File: src/rtl/dsp_result_buffer_if.sv
// Result-stream bundle of the DSP result buffer: capture side, FIFO drain side and status.
// The slave modport is the buffer's view; master is the producer/consumer side.
interface dsp_result_buffer_if #(
  parameter int WIDTH = 48,
  parameter int DEPTH = 8
);
  localparam int CW = $clog2(DEPTH) + 1;

  logic             in_valid;
  logic [WIDTH-1:0] p_in;
  logic             acc_en;
  logic [WIDTH-1:0] out_data;
  logic             out_valid;
  logic             out_ready;
  logic [CW-1:0]    count;
  logic             overflow;
  logic             sat;
  logic             clr_flags;

  modport slave (
    input  in_valid, p_in, acc_en, out_ready, clr_flags,
    output out_data, out_valid, count, overflow, sat
  );

  modport master (
    output in_valid, p_in, acc_en, out_ready, clr_flags,
    input  out_data, out_valid, count, overflow, sat
  );
endinterface

File: src/rtl/dsp_result_buffer.sv
// Aligns a sideband valid with the DSP P output, optionally accumulates ACC_LEN results,
// and queues words in a first-word-fall-through FIFO with sticky overflow/saturation flags.
//
// state   | meaning
// --------+----------------------------------------------------------------
// ST_PASS | every captured P is pushed unchanged
// ST_ACC  | captured P values are summed; one saturated word per ACC_LEN beats
module dsp_result_buffer #(
  parameter int LATENCY = 4,
  parameter int WIDTH   = 48,
  parameter int DEPTH   = 8,
  parameter int ACC_LEN = 4
) (
  input  logic              clk,
  input  logic              rst,
  dsp_result_buffer_if.slave bus
);
  localparam int AW = $clog2(DEPTH);
  localparam int CW = AW + 1;
  localparam int BW = $clog2(ACC_LEN);
  localparam logic [BW-1:0] LAST_BEAT = BW'(ACC_LEN - 1);
  localparam logic [CW-1:0] FULL_CNT  = CW'(DEPTH);

  typedef enum logic {
    ST_PASS = 1'b0,
    ST_ACC  = 1'b1
  } state_t;

  state_t           r_state;
  state_t           w_state_nxt;
  logic [LATENCY-1:0] r_vpipe;
  logic             w_cap;
  logic [BW-1:0]    r_beat;
  logic [BW-1:0]    w_beat_nxt;
  logic [WIDTH-1:0] r_acc;
  logic [WIDTH-1:0] w_acc_nxt;
  logic [WIDTH-1:0] w_sum;
  logic [WIDTH-1:0] w_sum_sat;
  logic             w_carry;
  logic             w_push;
  logic [WIDTH-1:0] w_push_data;
  logic             w_sat_ev;
  logic             w_pop;
  logic             w_full;
  logic             w_empty;
  logic             w_wr;
  logic             w_drop;
  logic [WIDTH-1:0] r_mem [DEPTH];
  logic [AW-1:0]    r_wptr;
  logic [AW-1:0]    r_rptr;
  logic [CW-1:0]    r_count;
  logic             r_overflow;
  logic             r_sat;

  // Valid delay line: P is only trusted LATENCY cycles after its operands.
  if (LATENCY == 1) begin : g_vpipe_one
    always_ff @(posedge clk or posedge rst) begin
      if (rst) r_vpipe <= '0;
      else     r_vpipe <= bus.in_valid;
    end
  end else begin : g_vpipe_multi
    always_ff @(posedge clk or posedge rst) begin
      if (rst) r_vpipe <= '0;
      else     r_vpipe <= {r_vpipe[LATENCY-2:0], bus.in_valid};
    end
  end

  assign w_cap = r_vpipe[LATENCY-1];

  assign {w_carry, w_sum} = {1'b0, r_acc} + {1'b0, bus.p_in};
  assign w_sum_sat        = w_carry ? '1 : w_sum;

  always_ff @(posedge clk or posedge rst) begin
    if (rst) begin
      r_state <= ST_PASS;
      r_beat  <= '0;
      r_acc   <= '0;
    end else begin
      r_state <= w_state_nxt;
      r_beat  <= w_beat_nxt;
      r_acc   <= w_acc_nxt;
    end
  end

  always_comb begin
    w_state_nxt = r_state;
    w_beat_nxt  = r_beat;
    w_acc_nxt   = r_acc;
    w_push      = 1'b0;
    w_push_data = bus.p_in;
    w_sat_ev    = 1'b0;
    case (r_state)
      ST_PASS: begin
        if (w_cap) w_push = 1'b1;
      end
      ST_ACC: begin
        if (w_cap) begin
          w_sat_ev = w_carry;
          if (r_beat == LAST_BEAT) begin
            w_push      = 1'b1;
            w_push_data = w_sum_sat;
            w_acc_nxt   = '0;
            w_beat_nxt  = '0;
          end else begin
            w_acc_nxt  = w_sum_sat;
            w_beat_nxt = r_beat + 1'b1;
          end
        end
      end
      default: ;
    endcase
    // Mode only follows acc_en on a frame boundary, so a frame is never split.
    if (w_beat_nxt == '0) w_state_nxt = bus.acc_en ? ST_ACC : ST_PASS;
  end

  assign w_empty = (r_count == '0);
  assign w_full  = (r_count == FULL_CNT);
  assign w_pop   = ~w_empty & bus.out_ready;
  // When full, a same-cycle pop frees the slot the write pointer lands on.
  assign w_wr    = w_push & (~w_full | w_pop);
  assign w_drop  = w_push & w_full & ~w_pop;

  always_ff @(posedge clk) begin
    if (w_wr) r_mem[r_wptr] <= w_push_data;
  end

  always_ff @(posedge clk or posedge rst) begin
    if (rst) begin
      r_wptr  <= '0;
      r_rptr  <= '0;
      r_count <= '0;
    end else begin
      if (w_wr)  r_wptr <= r_wptr + 1'b1;
      if (w_pop) r_rptr <= r_rptr + 1'b1;
      case ({w_wr, w_pop})
        2'b10:   r_count <= r_count + 1'b1;
        2'b01:   r_count <= r_count - 1'b1;
        default: r_count <= r_count;
      endcase
    end
  end

  always_ff @(posedge clk or posedge rst) begin
    if (rst) begin
      r_overflow <= 1'b0;
      r_sat      <= 1'b0;
    end else begin
      if (w_drop)             r_overflow <= 1'b1;
      else if (bus.clr_flags) r_overflow <= 1'b0;
      if (w_sat_ev)           r_sat      <= 1'b1;
      else if (bus.clr_flags) r_sat      <= 1'b0;
    end
  end

  assign bus.out_valid = ~w_empty;
  assign bus.out_data  = w_empty ? '0 : r_mem[r_rptr];
  assign bus.count     = r_count;
  assign bus.overflow  = r_overflow;
  assign bus.sat       = r_sat;
endmodule

File: src/flat_wrapper.sv
// flat-port wrapper written by rule: the top's interface ports become plain ports
module dsp_result_buffer_flat 
#(
  parameter int LATENCY = 4,
  parameter int WIDTH   = 48,
  parameter int DEPTH   = 8,
  parameter int ACC_LEN = 4
)
  (clk, rst, bus_in_valid, bus_p_in, bus_acc_en, bus_out_ready, bus_clr_flags, bus_out_data, bus_out_valid, bus_count, bus_overflow, bus_sat);
  dsp_result_buffer_if #(.WIDTH(WIDTH), .DEPTH(DEPTH)) bus_i ();
  input  logic clk;
  input  logic rst;
  input wire logic [$bits(bus_i.in_valid)-1:0] bus_in_valid;
  input wire logic [$bits(bus_i.p_in)-1:0] bus_p_in;
  input wire logic [$bits(bus_i.acc_en)-1:0] bus_acc_en;
  input wire logic [$bits(bus_i.out_ready)-1:0] bus_out_ready;
  input wire logic [$bits(bus_i.clr_flags)-1:0] bus_clr_flags;
  output wire logic [$bits(bus_i.out_data)-1:0] bus_out_data;
  output wire logic [$bits(bus_i.out_valid)-1:0] bus_out_valid;
  output wire logic [$bits(bus_i.count)-1:0] bus_count;
  output wire logic [$bits(bus_i.overflow)-1:0] bus_overflow;
  output wire logic [$bits(bus_i.sat)-1:0] bus_sat;
  assign bus_i.in_valid = bus_in_valid;
  assign bus_i.p_in = bus_p_in;
  assign bus_i.acc_en = bus_acc_en;
  assign bus_i.out_ready = bus_out_ready;
  assign bus_i.clr_flags = bus_clr_flags;
  assign bus_out_data = bus_i.out_data;
  assign bus_out_valid = bus_i.out_valid;
  assign bus_count = bus_i.count;
  assign bus_overflow = bus_i.overflow;
  assign bus_sat = bus_i.sat;
  dsp_result_buffer #(.LATENCY(LATENCY), .WIDTH(WIDTH), .DEPTH(DEPTH), .ACC_LEN(ACC_LEN)) u_core (.clk(clk), .rst(rst), .bus(bus_i));
endmodule
File: config.mk
export PLATFORM = sky130hd
export DESIGN_NAME = dsp_result_buffer_flat
export DESIGN_NICKNAME = d
export VERILOG_FILES = /design/src/rtl/dsp_result_buffer_if.sv /design/src/rtl/dsp_result_buffer.sv /design/src/flat_wrapper.sv
export SDC_FILE = /design/constraint.sdc
export NUM_CORES = 1
export LEC_CHECK = 0
export CAP_MARGIN = 20
export CORE_UTILIZATION = 58
export DETAILED_ROUTE_END_ITERATION = 6
export DONT_BUFFER_PORTS = 1
export GPL_TIMING_DRIVEN = 0
export HOLD_SLACK_MARGIN = 0.06
export PLACE_DENSITY = 0.83
export SETUP_SLACK_MARGIN = 0.1
export SLEW_MARGIN = 40
export SYNTH_ARGS = -nofsm -noshare
export SYNTH_HDL_FRONTEND = slang
export SYNTH_SLANG_ARGS = --single-unit
File: constraint.sdc
create_clock -name clk -period 4.9 [get_ports clk]
set_input_delay 0.735 -clock clk [delete_from_list [all_inputs] [get_ports clk]]
set_output_delay 0.735 -clock clk [all_outputs]
set_load 0.05 [all_outputs]
==> qor.tcl <==
set qor(yosys_register_bits) 451
set qor(min_period_over_period) 0.9083
set qor(final_count_of_pins_violating_max_slew) 0
set qor(synthFlopType) {edfxtp_1}
set qor(floorplan.die.height_um) 189.9
set qor(cts-hold-fix-buffers) 1
set qor(count_of_distinct_cell_types_in_the_synthesized_netlist) 66
set qor(powerDensity_mw_per_mm2) 694.2
set qor(r2r_start) {u_core.r_acc[0]}
set qor(drt-total-wl_um) 51230
set qor(clkTransAtPathRegs_ns) 0.06
set qor(io_pins) 109
set qor(tns_ns) 0
set qor(timing.critical_path.arrival_ns) 3.72
set qor(tritoncts) {done}
set qor(ir_worst_vdd_mv) 0.4257
set qor(ys.warnings.count) 0
set qor(floorplan.die_area_mm2) 0.03606
set qor(rsz0062_at_grt) {false}
set qor(cts_sinks) 451
set qor(drt.antenna.violating_nets) 0
set qor(core_area_mm2) 0.03463
set qor(gp_routability_congestion) 0.9273
set qor(clock_power_share) 0.207
set qor(core.rowCount) 68
set qor(maximum_number_of_pins_on_one_net_before_global_route_repair) 54
set qor(slew_headroom) 0.4054
set qor(worst-endpoint-required_ns) 4.16
set qor(synth_fp_nets) 1506
set qor(avgRoutedWirePerCell_um) 26.10
set qor(fraction_of_the_core_area_covered_by_cells_at_the_end_of_the_flow) 0.6715
set qor(timing_hold_violations_final) 0
set qor(synth-seq-area-share) 0.6450
set qor(grtUsageTotal) 0.2918
set qor(antenna_found_initial) 0
set qor(finalNetCount) 1584
set qor(clockRootBuffer) {clkbuf_16}
set qor(layout-area-overhead-vs-synth_pct) 13.56
set qor(routed_via_density) 6.445
set qor(grt_pass1_vias) 13020
set qor(clock.fmax_mhz) 224.7
set qor(p_sw_frac) 0.4228
set qor(synth-edff-count) 384
set qor(total_global_routing_overflow) 0
set qor(post_cts_resize_count) 0
set qor(syn-mean-instance-area_um2) 14.66
set qor(timing.setup.critical_path_class) {reg -> out}
set qor(cts_inserted_buffers) 43
set qor(wire_length_of_the_first_global_routing_pass_um) 77190
set qor(internal_power_consumption_mw) 9.318
set qor(critical_path_peak_fanout) 10
set qor(clock-skew-final_ns) 0.01776
set qor(synthCells) 1397
set qor(port-buffer-count) 0
set qor(combinational_cell_fraction_of_total_power) 0.465
set qor(dr.pass1.iters) 5
set qor(p_seq_frac) 0.328
set qor(hold_path.class) {in -> reg}
set qor(max_slew.worst_pin.slew_ns) 0.8886
set qor(cts.htree.levels) 2
set qor(num_antenna_cells) 0
set qor(power_leakage_nw) 8.266
set qor(via_count) 12650
set qor(starting_density) 0.5913
set qor(status) {finished clean}
set qor(floorplan.die.width_um) 189.9
set qor(finalSetupViolations) 0
set qor(timing.reg2reg.setup_slack_ns) 0.56
set qor(total_power_mw) 16.14
set qor(finalNonFillerCells) 1963
set qor(synth-async-reset-ratio) 0.1486
set qor(mappedNetlistArea_mm2) 0.02048
set qor(worstSetupStartpointType) {flip-flop}
set qor(clk_latency_ns) 0.55
set qor(post-cts-setup-buffers) 0
set qor(p_switching_mw) 6.825
set qor(hp-start) {bus_in_valid}
set qor(clock_tree.buffer_depth) 3
set qor(cp-startpoint) {u_core.bus.count[3]}
set qor(share_of_cells_above_drive_strength_1) 0.1983
set qor(worstSetupEndpointType) {output port}
set qor(drt_iter0_drc) 1413
set qor(placed_cells) 1884
set qor(worst_hold_slack_across_all_endpoints_ns) 0.2150
set qor(finalCriticalPeriod_ns) 4.451
set qor(drc) 0
set qor(max_cap_violations) 0
set qor(dp_hpwl_um) 35360
## worst max-delay path, stage by stage, from the launching register on
cell,delay (ns)
dfrtp_1,0.60
nor4_2,0.85
clkbuf_1,0.64
clkbuf_1,0.63
nor2_1,0.43
## stage by stage
stage | setup WS [ns] | cell area (um^2)
floorplan | 1.055 | 20490
global placement | -1.163 | 21060
detailed placement | 0.2700 | 21780
CTS | 0.3300 | 23210
global route | 0.3255 | 23250
finish | 0.4493 | 23250
## cells in the final DEF (no fill, tap or decap), types with 10 or more instances in the layout
master,count
dfrtp_1,67
a21oi_1,75
nand3_1,11
mux2i_1,49
buf_16,12
clkbuf_1,50
clkbuf_16,43
nand4_1,12
a31oi_1,10
edfxtp_1,384
o21ai_1,49
inv_1,14
nor2_1,83
buf_2,22
xnor2_1,33
o21ai_0,76
buf_6,15
nand2_1,133
mux4_2,96
xor2_1,17
a21o_1,15
nor2_2,40
ha_1,53
## cells by family (layout without fill, tap and decap cells)
kind of cell	count (synthesis)	in the layout	share of synthesized area
flip-flops	451	451	0.6450
AND/OR/NAND/NOR	319	319	0.06495
AO/OA/AOI/OAI	282	282	0.08322
multiplexers	147	147	0.1306
buffers and inverters	92	203	0.01967
adder cells (fa/ha/maj)	55	55	0.03434
XOR/XNOR	51	51	0.02218
## cell type report
type,count,area [um^2]
flip-flops and latches,451,13210
multi-input cells,854,7041
plain buffers,77,364.1
repair buffers,33,591.8
inverters,15,61.31
fillers,2300,11370
well taps,455,569.3
clock buffers,57,1179
clock inverters,21,240.2
## final timing paths
| kind | endpoint | cells after the start |
|---|---|---|
| min reg2reg | u_core.r_vpipe[1] | 0 |
| max reg2reg | u_core.r_mem[7][46] | 12 |
| max | bus_out_data[35] | 4 |
| max in group asynchronous | u_core.r_vpipe[2] | 3 |
| min in group asynchronous | u_core.r_acc[28] | 2 |
| min | u_core.r_vpipe[0] | 0 |
## flip-flops by register name, summed over array words and instances (netlist names)
name,flops
u_core.r_mem,384
u_core.r_state,1
u_core.r_vpipe,4
u_core.r_beat,2
u_core.bus.overflow,1
u_core.r_wptr,3
u_core.r_rptr,3
u_core.bus.sat,1
u_core.bus.count,4
u_core.r_acc,48
## cells in the mapped netlist (all sizes together) (4+ instances only)
master	n	area share
edfxtp	384	0.56
nand2	133	0.024
nor2	129	0.024
o21ai	127	0.031
mux4	96	0.11
a21oi	78	0.020
dfrtp	67	0.082
ha	53	0.032
mux2i	49	0.024
clkbuf	46	0.0084
xnor2	34	0.015
buf	31	0.0085
xor2	17	0.0073
a21o	16	0.0059
inv	15	0.0027
nand3	12	0.0032
nand4	12	0.0037
a31oi	10	0.0031
nor3	10	0.0024
o21a	9	0.0034
o21bai	9	0.0040
a211oi	6	0.0024
nand2b	5	0.0015
and3	4	0.0012
o211ai	4	0.0015
o31ai	4	0.0028
## routing by layer
layer / track usage / vias up / share of wire
met4: 0.1070 / 0 / 0.035
met1: 0.3811 / 6387 / 0.38
met3: 0.06512 / 107 / 0.099
met2: 0.4822 / 643 / 0.49
met5: 0 / - / 0
li1: - / 5514 / -
## power groups by stage
stage	registers, mW	logic (mW)	clock network, mW
after CTS	5.29	7.44	3.36
after global placement	5.34	6.93	0
after detailed placement	5.35	7.36	0
after global routing	5.34	8.03	3.50
final	5.30	7.50	3.35
after floorplan	5.27	5.66	0
Power figures use the tool's default switching activity.
